### src/rtl/nubus_pkg.sv
// Shared types and helpers for the NuBus slave: status codes, FSM states and
// byte-lane decode.
package nubus_pkg;

  localparam logic [1:0] StatOk      = 2'b00;
  localparam logic [1:0] StatErr     = 2'b01;
  localparam logic [1:0] StatTimeout = 2'b10;
  localparam logic [1:0] StatRetry   = 2'b11;

  typedef enum logic [1:0] {
    StIdle,
    StWdat,
    StReq,
    StAck
  } state_e;

  // Byte enables from the transfer size (byte vs word/half) and AD[1:0].
  function automatic logic [3:0] ben_decode(input logic byte_acc, input logic [1:0] lane);
    logic [3:0] ben;
    if (byte_acc) begin
      ben = 4'b0001 << lane;
    end else begin
      unique case (lane)
        2'b11:   ben = 4'b1111;
        2'b00:   ben = 4'b0011;
        2'b10:   ben = 4'b1100;
        default: ben = 4'b0000;
      endcase
    end
    return ben;
  endfunction

endpackage

### src/rtl/nubus_slave_decode.sv
// START-cycle decode: slot/super-slot address match, direction, byte lanes and
// detection of the unsupported block-transfer encoding.
module nubus_slave_decode
  import nubus_pkg::*;
#(
  parameter bit SUPER_EN = 1'b1
) (
  input  logic [3:0] idn_i,
  input  logic [7:0] adn_hi_i,
  input  logic [1:0] adn_lo_i,
  input  logic       tm1n_i,
  input  logic       tm0n_i,
  output logic       hit_o,
  output logic       write_o,
  output logic       unsupported_o,
  output logic [3:0] ben_o
);

  logic [3:0] id;
  logic [7:0] a_hi;
  logic [1:0] a_lo;
  logic       slot_hit;
  logic       super_hit;

  assign id   = ~idn_i;
  assign a_hi = ~adn_hi_i;
  assign a_lo = ~adn_lo_i;

  assign slot_hit  = (a_hi == {4'hF, id});
  // IDs 0 and F would alias the slot space and the unused low region.
  assign super_hit = SUPER_EN && (a_hi[7:4] == id) && (id != 4'h0) && (id != 4'hF);

  assign hit_o         = slot_hit | super_hit;
  assign write_o       = ~tm1n_i;
  assign unsupported_o = tm0n_i && (a_lo == 2'b01);
  assign ben_o         = ben_decode(~tm0n_i, a_lo);

endmodule

### src/rtl/nubus_slave.sv
// NuBus responder: accepts single-beat reads/writes to this slot, runs them on
// the local memory port and terminates with a one-cycle ACK plus status.
module nubus_slave
  import nubus_pkg::*;
#(
  parameter int unsigned WAIT_MAX = 200,
  parameter bit          SUPER_EN = 1'b1
) (
  input  logic        nub_clkn,
  input  logic        nub_reset,
  input  logic [3:0]  nub_idn,
  input  logic        nub_startn,
  input  logic        nub_ackn,
  input  logic        nub_tm1n,
  input  logic        nub_tm0n,
  input  logic [31:0] nub_adn,
  output logic        slv_ackn_o,
  output logic        slv_tm1n_o,
  output logic        slv_tm0n_o,
  output logic [31:0] slv_adn_o,
  output logic        slv_ad_oe_o,
  output logic        mem_valid_o,
  output logic        mem_write_o,
  output logic [31:0] mem_addr_o,
  output logic [3:0]  mem_ben_o,
  output logic [31:0] mem_wdata_o,
  input  logic        mem_ready_i,
  input  logic        mem_err_i,
  input  logic [31:0] mem_rdata_i
);

  localparam int unsigned     CntW   = $clog2(WAIT_MAX + 1);
  localparam logic [CntW-1:0] CntMax = CntW'(WAIT_MAX);

  state_e          state_q;
  logic [CntW-1:0] cnt_q;
  logic            ackn_q, tm1n_q, tm0n_q, oe_q, valid_q, write_q;
  logic [31:0]     adn_q, addr_q, wdata_q;
  logic [3:0]      ben_q;

  logic [31:0] a;
  logic        start, hit, dec_write, unsupported;
  logic [3:0]  dec_ben;

  assign a     = ~nub_adn;
  // Attention cycles assert ACK alongside START and must never open a transaction.
  assign start = ~nub_startn & nub_ackn;

  nubus_slave_decode #(
    .SUPER_EN(SUPER_EN)
  ) u_decode (
    .idn_i        (nub_idn),
    .adn_hi_i     (nub_adn[31:24]),
    .adn_lo_i     (nub_adn[1:0]),
    .tm1n_i       (nub_tm1n),
    .tm0n_i       (nub_tm0n),
    .hit_o        (hit),
    .write_o      (dec_write),
    .unsupported_o(unsupported),
    .ben_o        (dec_ben)
  );

  always_ff @(posedge nub_clkn or posedge nub_reset) begin
    if (nub_reset) begin
      state_q <= StIdle;
      cnt_q   <= '0;
      ackn_q  <= 1'b1;
      tm1n_q  <= 1'b1;
      tm0n_q  <= 1'b1;
      adn_q   <= '1;
      oe_q    <= 1'b0;
      valid_q <= 1'b0;
      write_q <= 1'b0;
      addr_q  <= '0;
      ben_q   <= '0;
      wdata_q <= '0;
    end else begin
      unique case (state_q)
        StIdle: begin
          if (start && hit) begin
            if (unsupported) begin
              state_q          <= StAck;
              ackn_q           <= 1'b0;
              {tm1n_q, tm0n_q} <= ~StatErr;
            end else begin
              addr_q  <= {a[31:2], 2'b00};
              ben_q   <= dec_ben;
              write_q <= dec_write;
              if (dec_write) begin
                state_q <= StWdat;
              end else begin
                state_q <= StReq;
                valid_q <= 1'b1;
                cnt_q   <= '0;
              end
            end
          end
        end
        StWdat: begin
          wdata_q <= a;
          state_q <= StReq;
          valid_q <= 1'b1;
          cnt_q   <= '0;
        end
        StReq: begin
          if (mem_ready_i) begin
            state_q          <= StAck;
            valid_q          <= 1'b0;
            ackn_q           <= 1'b0;
            {tm1n_q, tm0n_q} <= mem_err_i ? ~StatErr : ~StatOk;
            if (!write_q && !mem_err_i) begin
              adn_q <= ~mem_rdata_i;
              oe_q  <= 1'b1;
            end
          end else if (cnt_q + CntW'(1) == CntMax) begin
            state_q          <= StAck;
            valid_q          <= 1'b0;
            ackn_q           <= 1'b0;
            {tm1n_q, tm0n_q} <= ~StatRetry;
          end else begin
            cnt_q <= cnt_q + CntW'(1);
          end
        end
        StAck: begin
          state_q <= StIdle;
          ackn_q  <= 1'b1;
          tm1n_q  <= 1'b1;
          tm0n_q  <= 1'b1;
          adn_q   <= '1;
          oe_q    <= 1'b0;
        end
        default: state_q <= StIdle;
      endcase
    end
  end

  assign slv_ackn_o  = ackn_q;
  assign slv_tm1n_o  = tm1n_q;
  assign slv_tm0n_o  = tm0n_q;
  assign slv_adn_o   = adn_q;
  assign slv_ad_oe_o = oe_q;
  assign mem_valid_o = valid_q;
  assign mem_write_o = write_q;
  assign mem_addr_o  = addr_q;
  assign mem_ben_o   = ben_q;
  assign mem_wdata_o = wdata_q;

endmodule

### config.mk
export PLATFORM = sky130hd
export DESIGN_NAME = nubus_slave
export DESIGN_NICKNAME = d
export VERILOG_FILES = /design/src/rtl/nubus_pkg.sv /design/src/rtl/nubus_slave_decode.sv /design/src/rtl/nubus_slave.sv
export SDC_FILE = /design/constraint.sdc
export NUM_CORES = 1
export LEC_CHECK = 0
export CORE_MARGIN = 5
export CORE_UTILIZATION = 48
export DETAILED_ROUTE_END_ITERATION = 10
export GPL_TIMING_DRIVEN = 0
export PLACE_DENSITY = 0.86
export SYNTH_ARGS = -nofsm -noshare
export SYNTH_HDL_FRONTEND = slang
export SYNTH_HIERARCHICAL = 1
export SYNTH_SLANG_ARGS = --single-unit
### constraint.sdc
create_clock -name nub_clkn -period 6.25 [get_ports nub_clkn]
set_input_delay 1.875 -clock nub_clkn [delete_from_list [all_inputs] [get_ports nub_clkn]]
set_output_delay 1.875 -clock nub_clkn [all_outputs]
set_load 0.05 [all_outputs]
## Yosys cells after proc, flatten, opt, wreduce, memory -nomap -nowiden

Index checks and enable logic that the tools add are counted.

| storage, ports and cells | value |
|---|---|
| output and inout port bits | 106 |
| word-level logic and storage cells | 98 |
| input bits | 76 |
| bits in registers | 114 |

| operators by class | value |
|---|---|
| shifts and indexed selects | 1 |
| reduce and logical (&&, ||, !) cells | 19 |
| add/sub/neg operators | 1 |
| mux-type cells | 36 |
| bitwise logic cells | 10 |
| eq/ne operators | 19 |

Operators with widths:

| kind | number |
|---|---|
| $mux 32 | 2 |
| $not 32->32 | 2 |
| $pmux 32 s2 | 1 |
| $mux 8 | 5 |
| $pmux 8 s3 | 1 |
| $mux 1 | 14 |
| $ne 2x2->1 const B | 7 |
| $pmux 1 s3 | 4 |
| $pmux 4 s3 | 1 |
| $mux 2 | 5 |
| $add 8x1->8 const B | 1 |
| $eq 2x2->1 const B | 4 |
| $eq 8x8->1 | 1 |
| $eq 8x8->1 const B | 1 |
| $not 8->8 | 1 |
| $pmux 2 s4 | 1 |
| $reduce_and 3->1 | 2 |
| $reduce_and 6->1 | 1 |
| $reduce_bool 3->1 | 2 |
| $logic_and 1x1->1 | 5 |
| $reduce_and 5->1 | 1 |
| $eq 2x1->1 const B | 2 |
| $eq 4x4->1 | 1 |
| $logic_not 2->1 | 2 |
| 16 further kinds | 19 |

## Longest topological paths before layout

Gate-level depths: netlist (run 1).

| depth | value |
|---|---|
| word-level depth | 8 |
| gate-level depth with buffers | 9 |
| depth with buffers taken out | 8 |

## Hierarchy

Netlist (run 1), hierarchy kept.

By module, submodules not included:

| module | instances | cells each | area each (um^2) |
|---|---|---|---|
| nubus_slave | 1 | 425 | 4591.9 |
| nubus_slave_decode | 1 | 32 | 229.0 |

## Worst setup path before layout (run 1)

Ideal clock, no wire load.

| timing path | value |
|---|---|
| kind | input to register |
| from | input nub_idn[1] |
| to | register cnt_q[0] |
| arrival time | 3393 ps |
| slack | 2733 ps |
| cell stages on the path | 7 |
| buffers on the path | 0 |
| cells stage by stage | or3_1 > a22oi_2 > o22ai_1 > and3b_1 > o211ai_1 > nor4_1 > a211o_1 |

| on the way | value |
|---|---|
| longest elaborated chain between the ends | 8 |
| elaborated cells on any way between the ends | 11 |
| those cells by class | eq/ne (4); bitwise (2); reduce/logical (5) |

RTL lines:

| element | line | RTL |
|---|---|---|
| start: declaration | nubus_slave.sv:11 | `input logic [3:0] nub_idn,` |
| $not 4->4 * | nubus_slave_decode.sv:25 | `assign id = ~idn_i;` |
| $eq 4x4->1 / $reduce_bool 4->1 (equally long branches) | nubus_slave_decode.sv:31 | `assign super_hit = SUPER_EN && (a_hi[7:4] == id) && (id != 4'h0) && (id != 4'hF);` |
| $logic_and 1x1->1 (2 in a row) | nubus_slave_decode.sv:31 |  |
| $or 1x1->1 * | nubus_slave_decode.sv:33 | `assign hit_o = slot_hit \| super_hit;` |
| via hit | nubus_slave.sv:42 | `logic start, hit, dec_write, unsupported;` |
| $logic_and 1x1->1 * | nubus_slave.sv:80 | `if (start && hit) begin` |
| $ne 2x2->1 (no source line) * | - |  |
| $reduce_and 6->1 (no source line) * | - |  |
| end signal: assignment | nubus_slave.sv:121 | `cnt_q <= cnt_q + CntW'(1);` |
| end: declaration | nubus_slave.sv:36 | `logic [CntW-1:0] cnt_q;` |

The timed path passes the listed nets; every way through them passes the cells marked *.
A chain may end at the register's enable or synchronous reset.

## Final worst setup path (run 1)

| timing path | value |
|---|---|
| from | input nub_adn[29] |
| to | register addr_q[11] (netlist: mem_addr_o[11]) |

| on the way | value |
|---|---|
| longest elaborated chain between the ends | 7 |
| elaborated cells on any way between the ends | 8 |
| those cells by class | eq/ne (2); bitwise (2); reduce/logical (4) |

RTL lines:

| element | line | RTL |
|---|---|---|
| start: declaration | nubus_slave.sv:16 | `input logic [31:0] nub_adn,` |
| $not 8->8 * | nubus_slave_decode.sv:26 | `assign a_hi = ~adn_hi_i;` |
| $eq 4x4->1 | nubus_slave_decode.sv:31 |  |
| $logic_and 1x1->1 (2 in a row) | nubus_slave_decode.sv:31 |  |
| $or 1x1->1 * | nubus_slave_decode.sv:33 |  |
| via hit | nubus_slave.sv:42 |  |
| $logic_and 1x1->1 * | nubus_slave.sv:80 |  |
| $reduce_and 3->1 (no source line) * | - |  |
| end signal: assignment | nubus_slave.sv:86 | `addr_q <= {a[31:2], 2'b00};` |
| end: declaration | nubus_slave.sv:38 | `logic [31:0] adn_q, addr_q, wdata_q;` |

Marked as above.

==> results of run 1 <==
-- worst max-delay path by stage --
stage	startpoint	endpoint	slack (ps)	depth (start not counted)
global route	nub_adn[29]	mem_addr_o[4]	2130	9
global placement	nub_reset	mem_addr_o[20]	-90	2
detailed placement	nub_adn[29]	mem_addr_o[2]	1800	9
floorplan	nub_reset	cnt_q[0]	1420	1
CTS	nub_adn[29]	mem_addr_o[11]	2320	9
finish	nub_adn[29]	mem_addr_o[11]	2330	9
-- sequential cells by signal (all words and copies together), names as in the netlist --
register and count:
mem_wdata_o 32, slv_adn_o 32, mem_addr_o 30, cnt_q 8, mem_ben_o 4, state_q 2
mem_valid_o 1, mem_write_o 1, slv_ackn_o 1, slv_ad_oe_o 1, slv_tm0n_o 1, slv_tm1n_o 1
-- critical path, cell delays in order --
cell	delay, ps
clkdlybuf4s50_1	500
nor4_1	320
nand2_1	80
o22ai_1	210
nand3b_1	200
nor2_2	430
buf_2	300
buf_2	270
a21oi_1	110
-- stage by stage --
stage / cells / util, % / total power [mW] / cell area (sq um)
after floorplan: 458 / - / 2.91 / 4820
after global placement: 770 / 69.4 / 3.67 / 6780
after detailed placement: 771 / 69.6 / 3.74 / 6810
after CTS: 803 / 75.4 / 4.69 / 7370
after global routing: 803 / 75.4 / 4.89 / 7370
final: 803 / 75.4 / 4.66 / 7370
-- layout by cell type, fill, tap and decap left out, types with 3 or more instances in the layout --
| master | netlist | final |
|---|---|---|
| o31ai_1 | 3 | 3 |
| mux2i_1 | 14 | 14 |
| ha_1 | 10 | 10 |
| o21ai_0 | 9 | 9 |
| dfrtp_1 | 79 | 79 |
| clkinv_4 | 0 | 3 |
| nand3_1 | 12 | 12 |
| mux2_2 | 6 | 6 |
| mux2_4 | 4 | 4 |
| nor3_1 | 3 | 3 |
| a21o_1 | 3 | 3 |
| clkbuf_1 | 17 | 19 |
| a22o_1 | 3 | 3 |
| a21oi_1 | 83 | 83 |
| clkdlybuf4s50_1 | 0 | 179 |
| buf_2 | 3 | 3 |
| nor2_1 | 88 | 88 |
| clkbuf_16 | 0 | 16 |
| xnor2_1 | 8 | 8 |
| dfstp_2 | 35 | 35 |
| nand2_1 | 11 | 11 |
| inv_1 | 26 | 25 |
| clkinvlp_4 | 0 | 4 |
-- area by class of cell --
type / instances / area share [%]
clock buffers: 20 / 5.90
plain buffers: 23 / 1.43
multi-input cells: 294 / 23.3
repair buffers: 180 / 24.6
well taps: 133 / 2.26
clock inverters: 12 / 1.82
flip-flops and latches: 114 / 39.3
inverters: 27 / 1.41
-- power by group through the flow --
stage / clock (mW) / combinational, mW / sequential, mW
4_1_cts: 0.937 / 2.45 / 1.30
2_1_floorplan: 0 / 0.561 / 2.35
3_5_place_dp: 0 / 2.43 / 1.31
5_1_grt: 0.975 / 2.57 / 1.35
3_3_place_gp: 0 / 2.39 / 1.29
6_report: 0.922 / 2.44 / 1.30
-- per-layer routing --
layer  track usage (%)  part of all wire, %  vias to the layer above
li1                  -                    -                     1942
met1              25.5                   37                     2026
met2              41.1                   52                      161
met3              11.0                  9.9                       12
met4              7.21                  1.2                        0
met5                 0                    0                        -
-- logic make-up (layout without fill, tap and decap cells) --
kind of cell    after synthesis  count (layout)  share of synthesized area, %
buf+inv                      50             262                          4.28
mux                          24              24                          5.55
fa+ha+maj                    10              10                          2.60
simple gates                133             133                          12.0
xor+xnor                      9               9                          1.64
flops                       114             114                          60.1
other cells                   1               2                        0.0778
compound gates              116             116                          13.8
==> results.toml, run 1 <==
[cts]
tritoncts = "done"
clk_pin_slew_ps = 60
post-cts-setup-buffers = 0
cts.sink_count = 114
cts_max_level = 4
insertion_delay_ps = 500
cts_resized = 0
cts-root-buf = "clkbuf_8"
cts.hold.buffers_added = 0
cts_inserted_buffers = 17
cts_buffer_depth = 2

[timing]
hold_violations = 0
finalCritPeriodShare_pct = 62.7
worst_pin_slew_ps = 844
fmax_mhz = 255
setup_tns_ps = 0
setup_viol = 0
fin_crit_ps = 3920
timing.hold.ws_ps = 502
relSlewSlack_pct = 43.7
rsz0062_at_grt = "no"
layout_setup_ws_ps = 2330
slew_viol_final = 0
fin_skew_ps = 11.8

[die]
die_y_um = 110
core.rowCount = 36
die_width_um = 110
core_sq_mm = 0.00977
die-area_sq_mm = 0.0121
ios = 182
initial_core_util_pct = 49.3

[synth]
yosys.area.top_type = "dfrtp_1"
syn-cell-area_sq_mm = 0.00482
synth_edf_count = 0
synth_seq_cells = 114
synth_cells = 457
synth.distinct_cells = 50
synth_most_common_cell = "nor2_1"
yosys_most_used_dff = "dfrtp_1"
synthTopCellsByArea = "dfrtp_1 41%, dfstp_2 19%, a21oi_1 8.6%, nor2_1 6.9%, mux2i_1 2.9%"
synth_top_area_share_pct = 41.0
synth-seq-area-share_pct = 60.1
syn_avg_cell_area_sq_um = 10.5
async_reset_ff_share_pct = 100
yosysWarnings = 6
synth_common_cells = "88 x nor2_1, 83 x a21oi_1, 79 x dfrtp_1"

[final_layout]
final_nets = 743
drive_gt1_share_pct = 13.7
antenna_cells = 0
syn2layout_area_growth_pct = 53.0
multi_input_area_sq_mm = 0.00172
final.fill_count = 669
seq_area_sq_mm = 0.00290

[route]
first_iter_violations = 197
wl_per_cell_um = 17.4
ant_nets = 0
vias = 4141
post_drt_via_cell_ratio = 5.16
routed_wl_mm = 14.0
dr.pass1.iters = 5
drc = 0

[pwr]
switching_share_pct = 46.4
p_clk_share_pct = 19.8
powerDensity_mw_per_mm2 = 632
internal_power_mw = 2.50
pwr-share-seq_pct = 28.0
switchingPower_mw = 2.16
irDropWorstVdd_uv = 395
leakage_nw = 3.19
comb_power_share_pct = 52.2

[critical_path]
crit_arrival_ps = 4300
cp-end-kind = "flip-flop"
crit_required_ps = 6630
r2r-end = "mem_addr_o[11]"
critPathMaxFanout = 10
r2r_setup_slack_ps = 4050
r2r_start = "state_q[0]"
cp-start-kind = "input pin"
rr_worst_depth = 7
path_class = "in -> reg"

[global_routing]
first_global_vias = 4426
grt_start_max_net_pins = 71
grtUsageTotal_pct = 23.6
gr-total-overflow = 0
grt_pass1_wl_mm = 21.7
antenna_found_initial = 0

[min_path]
worstHoldEndpoint = "slv_adn_o[13]"
hold_start = "slv_adn_o[13]"
hold_path_class = "reg -> reg"
whs_path_depth = 2

[outcome]
status = "complete, no violations"

[placement]
hpwl_mm = 10.1
portBuffers = 179
place_congestion = 0.812
dp_worst_setup_slack_ps = 1800

[run]
cap_violations = 0
(Power assumes the default switching activity.)
==> run 2, diff against run 1 <==
--- a/config.mk
+++ b/config.mk
@@ -6,10 +6,10 @@
 export NUM_CORES = 1
 export LEC_CHECK = 0
 export CORE_MARGIN = 5
-export CORE_UTILIZATION = 48
+export CORE_UTILIZATION = 40
 export DETAILED_ROUTE_END_ITERATION = 10
 export GPL_TIMING_DRIVEN = 0
-export PLACE_DENSITY = 0.86
+export PLACE_DENSITY = 0.77
 export SYNTH_ARGS = -nofsm -noshare
 export SYNTH_HDL_FRONTEND = slang
 export SYNTH_HIERARCHICAL = 1
==> constraint.sdc (replaced) <==
create_clock -name nub_clkn -period 3.4 [get_ports nub_clkn]
set_input_delay 1.02 -clock nub_clkn [delete_from_list [all_inputs] [get_ports nub_clkn]]
set_output_delay 1.02 -clock nub_clkn [all_outputs]
set_load 0.05 [all_outputs]
==> run 2 against run 1 <==
Against the previous run:
- cell count is 1.9% higher
- clock-buffer cell count is 2 higher
- register-to-register slack worse by 2800 ps
- via count is 0.22% higher
- worst setup slack worse by 2000 ps
- clock skew is 6.5 ps lower
- sequential power is 85% higher
- utilization is 13 points lower
- non-clock buffer count is 1 higher
- die area is 18% higher
- total power is 87% higher
- critical path type unchanged
- largest cell class unchanged
- critical endpoint is now mem_addr_o[6]
==> results.toml, run 2 (same netlist as run 1, synthesis figures left out) <==
[global_routing]
gr-total-overflow = 0
grtUsageTotal_pct = 19.4
antenna_found_initial = 0
grt_pass1_wl_mm = 22.2
grt_start_max_net_pins = 45
first_global_vias = 4405

[die]
die_y_um = 120
initial_core_util_pct = 40.5
ios = 182
die_width_um = 120
die-area_sq_mm = 0.0143
core.rowCount = 40
core_sq_mm = 0.0119

[critical_path]
crit_chain = "clkdlybuf4s50_1 > nor4_1 > nand2_1 > o22ai_1 > nand3b_1 > nor2_4 > buf_2 > buf_2 > a21oi_1"
crit_arrival_ps = 3380
crit_required_ps = 3680
crit_slowest_cell = "clkdlybuf4s50_1"
critPathMaxFanout = 10
critPathLaunch = "nub_adn[29]"
cp.depth = 9
crit_path_frequent_cell = "buf_2"
cp-start-kind = "input pin"
r2r_start = "state_q[0]"
cp-end-kind = "flip-flop"
critPathMaxStageDelay_ps = 500
path_delay_family = "buffers and inverters"
timing.critical_path.buf_inv = 3
rr_worst_depth = 7
path_class = "in -> reg"

[timing]
fin_crit_ps = 3100
fin_skew_ps = 5.33
finalCritPeriodShare_pct = 91.2
setup_viol = 0
hold_violations = 0
rsz0062_at_grt = "no"
relSlewSlack_pct = 38.5
fmax_mhz = 323
setup_tns_ps = 0
layout_setup_ws_ps = 300
slew_viol_final = 0
worst_pin_slew_ps = 921

[cts]
insertion_delay_ps = 410
tritoncts = "done"
cts.sink_count = 114
cts_max_level = 4
post-cts-setup-buffers = 0
cts-root-buf = "clkbuf_16"
cts_inserted_buffers = 17
clk_pin_slew_ps = 50
cts_buffer_depth = 2

[placement]
place_congestion = 0.882
dp_worst_setup_slack_ps = -226
portBuffers = 179
hpwl_mm = 10.2
place_inst = 786
placed_cell_area_sq_mm = 0.00684

[outcome]
status = "complete, no violations"

[pwr]
comb_power_share_pct = 51.2
pwr-share-seq_pct = 27.6
irDropWorstVdd_uv = 732
powerDensity_mw_per_mm2 = 1170
switchingPower_mw = 3.92
switching_share_pct = 45.1
internal_power_mw = 4.78
p_clk_share_pct = 21.2
leakage_nw = 3.22

[final_layout]
utilization_pct = 62.6
final_nets = 744
syn2layout_area_growth_pct = 54.8
stdcell_count = 818
mostFrequentLayoutCells = "179 x clkdlybuf4s50_1, 88 x nor2_1, 83 x a21oi_1, 79 x dfrtp_1, 35 x dfstp_2"
drive_gt1_share_pct = 13.9
design_area_sq_mm = 0.00746
antenna_cells = 0
mostFrequentLayoutCell = "clkdlybuf4s50_1"

[min_path]
whs_path_depth = 2
hold_start = "slv_adn_o[12]"
hold_path_class = "reg -> reg"

[route]
dr.pass1.iters = 8
drc = 0
post_drt_via_cell_ratio = 5.07
routed_wl_mm = 13.7
first_iter_violations = 263
wl_per_cell_um = 16.7
ant_nets = 0
vias = 4150

[run]
cap_violations = 0
## run 2: cell count changes in the layout (fill, tap and decap cells not counted), sizes merged
cell    before  now
bufinv       2    4
clkbuf      37   39
clkinv       5    3
inv         28   26
buf          7    8
## run 2: power groups by stage
| stage | Sequential, mW | Combinational (mW) | Clock, mW |
|---|---|---|---|
| 5_1_grt | 2.48 | 4.70 | 1.95 |
| 3_5_place_dp | 2.41 | 4.47 | 0 |
| 4_1_cts | 2.41 | 4.49 | 1.88 |
| 6_report | 2.40 | 4.45 | 1.84 |
| 3_3_place_gp | 2.38 | 4.40 | 0 |
| 2_1_floorplan | 4.31 | 1.03 | 0 |
## run 2: timing repair
item,4_1_cts,5_1_grt
hold buffers,0,0
endpoints found under the setup margin,0,7
resized for setup,0,3
## run 2: area by class of cell
class,instances,area (sq um)
buffer,23,106
sequential,114,2900
fill,997,4450
clock buffer,22,454
clock inverter,10,158
tap,147,184
multi-input combinational,294,1730
timing repair buffer,181,1830
inverter,27,105
## run 2: worst reg2reg max path, cell delays in order, from the launching register on
cell and delay [ps]:
dfrtp_1 410, inv_1 120, ha_1 290, nand2_1 190, nor2_4 270, buf_2 290, buf_2 280, a21oi_1 120
## run 2: through the flow
step | power [mW] | hold slack, ps
finish | 8.70 | 503
global route | 9.13 | 517
CTS | 8.78 | 504
detailed placement | 6.89 | 493
global placement | 6.78 | 489
floorplan | 5.34 | 505
## run 2: worst paths after layout
path | slack, ps | to
worst max-delay path | 300 | mem_addr_o[6]
worst min-delay path | 500 | slv_adn_o[12]
worst max register to register | 1300 | mem_addr_o[6]
worst min register to register | 500 | slv_adn_o[12]
max in group asynchronous | 1540 | slv_adn_o[25]
min in group asynchronous | 1160 | mem_wdata_o[0]
## run 2: routing by layer
| metal | routed length, um | share of wire [%] | track usage (%) |
|---|---|---|---|
| met4 | 261 | 1.9 | 7.30 |
| met2 | 6700 | 49 | 31.9 |
| met5 | 0 | 0 | 0 |
| met3 | 1240 | 9.1 | 8.77 |
| met1 | 5460 | 40 | 22.1 |
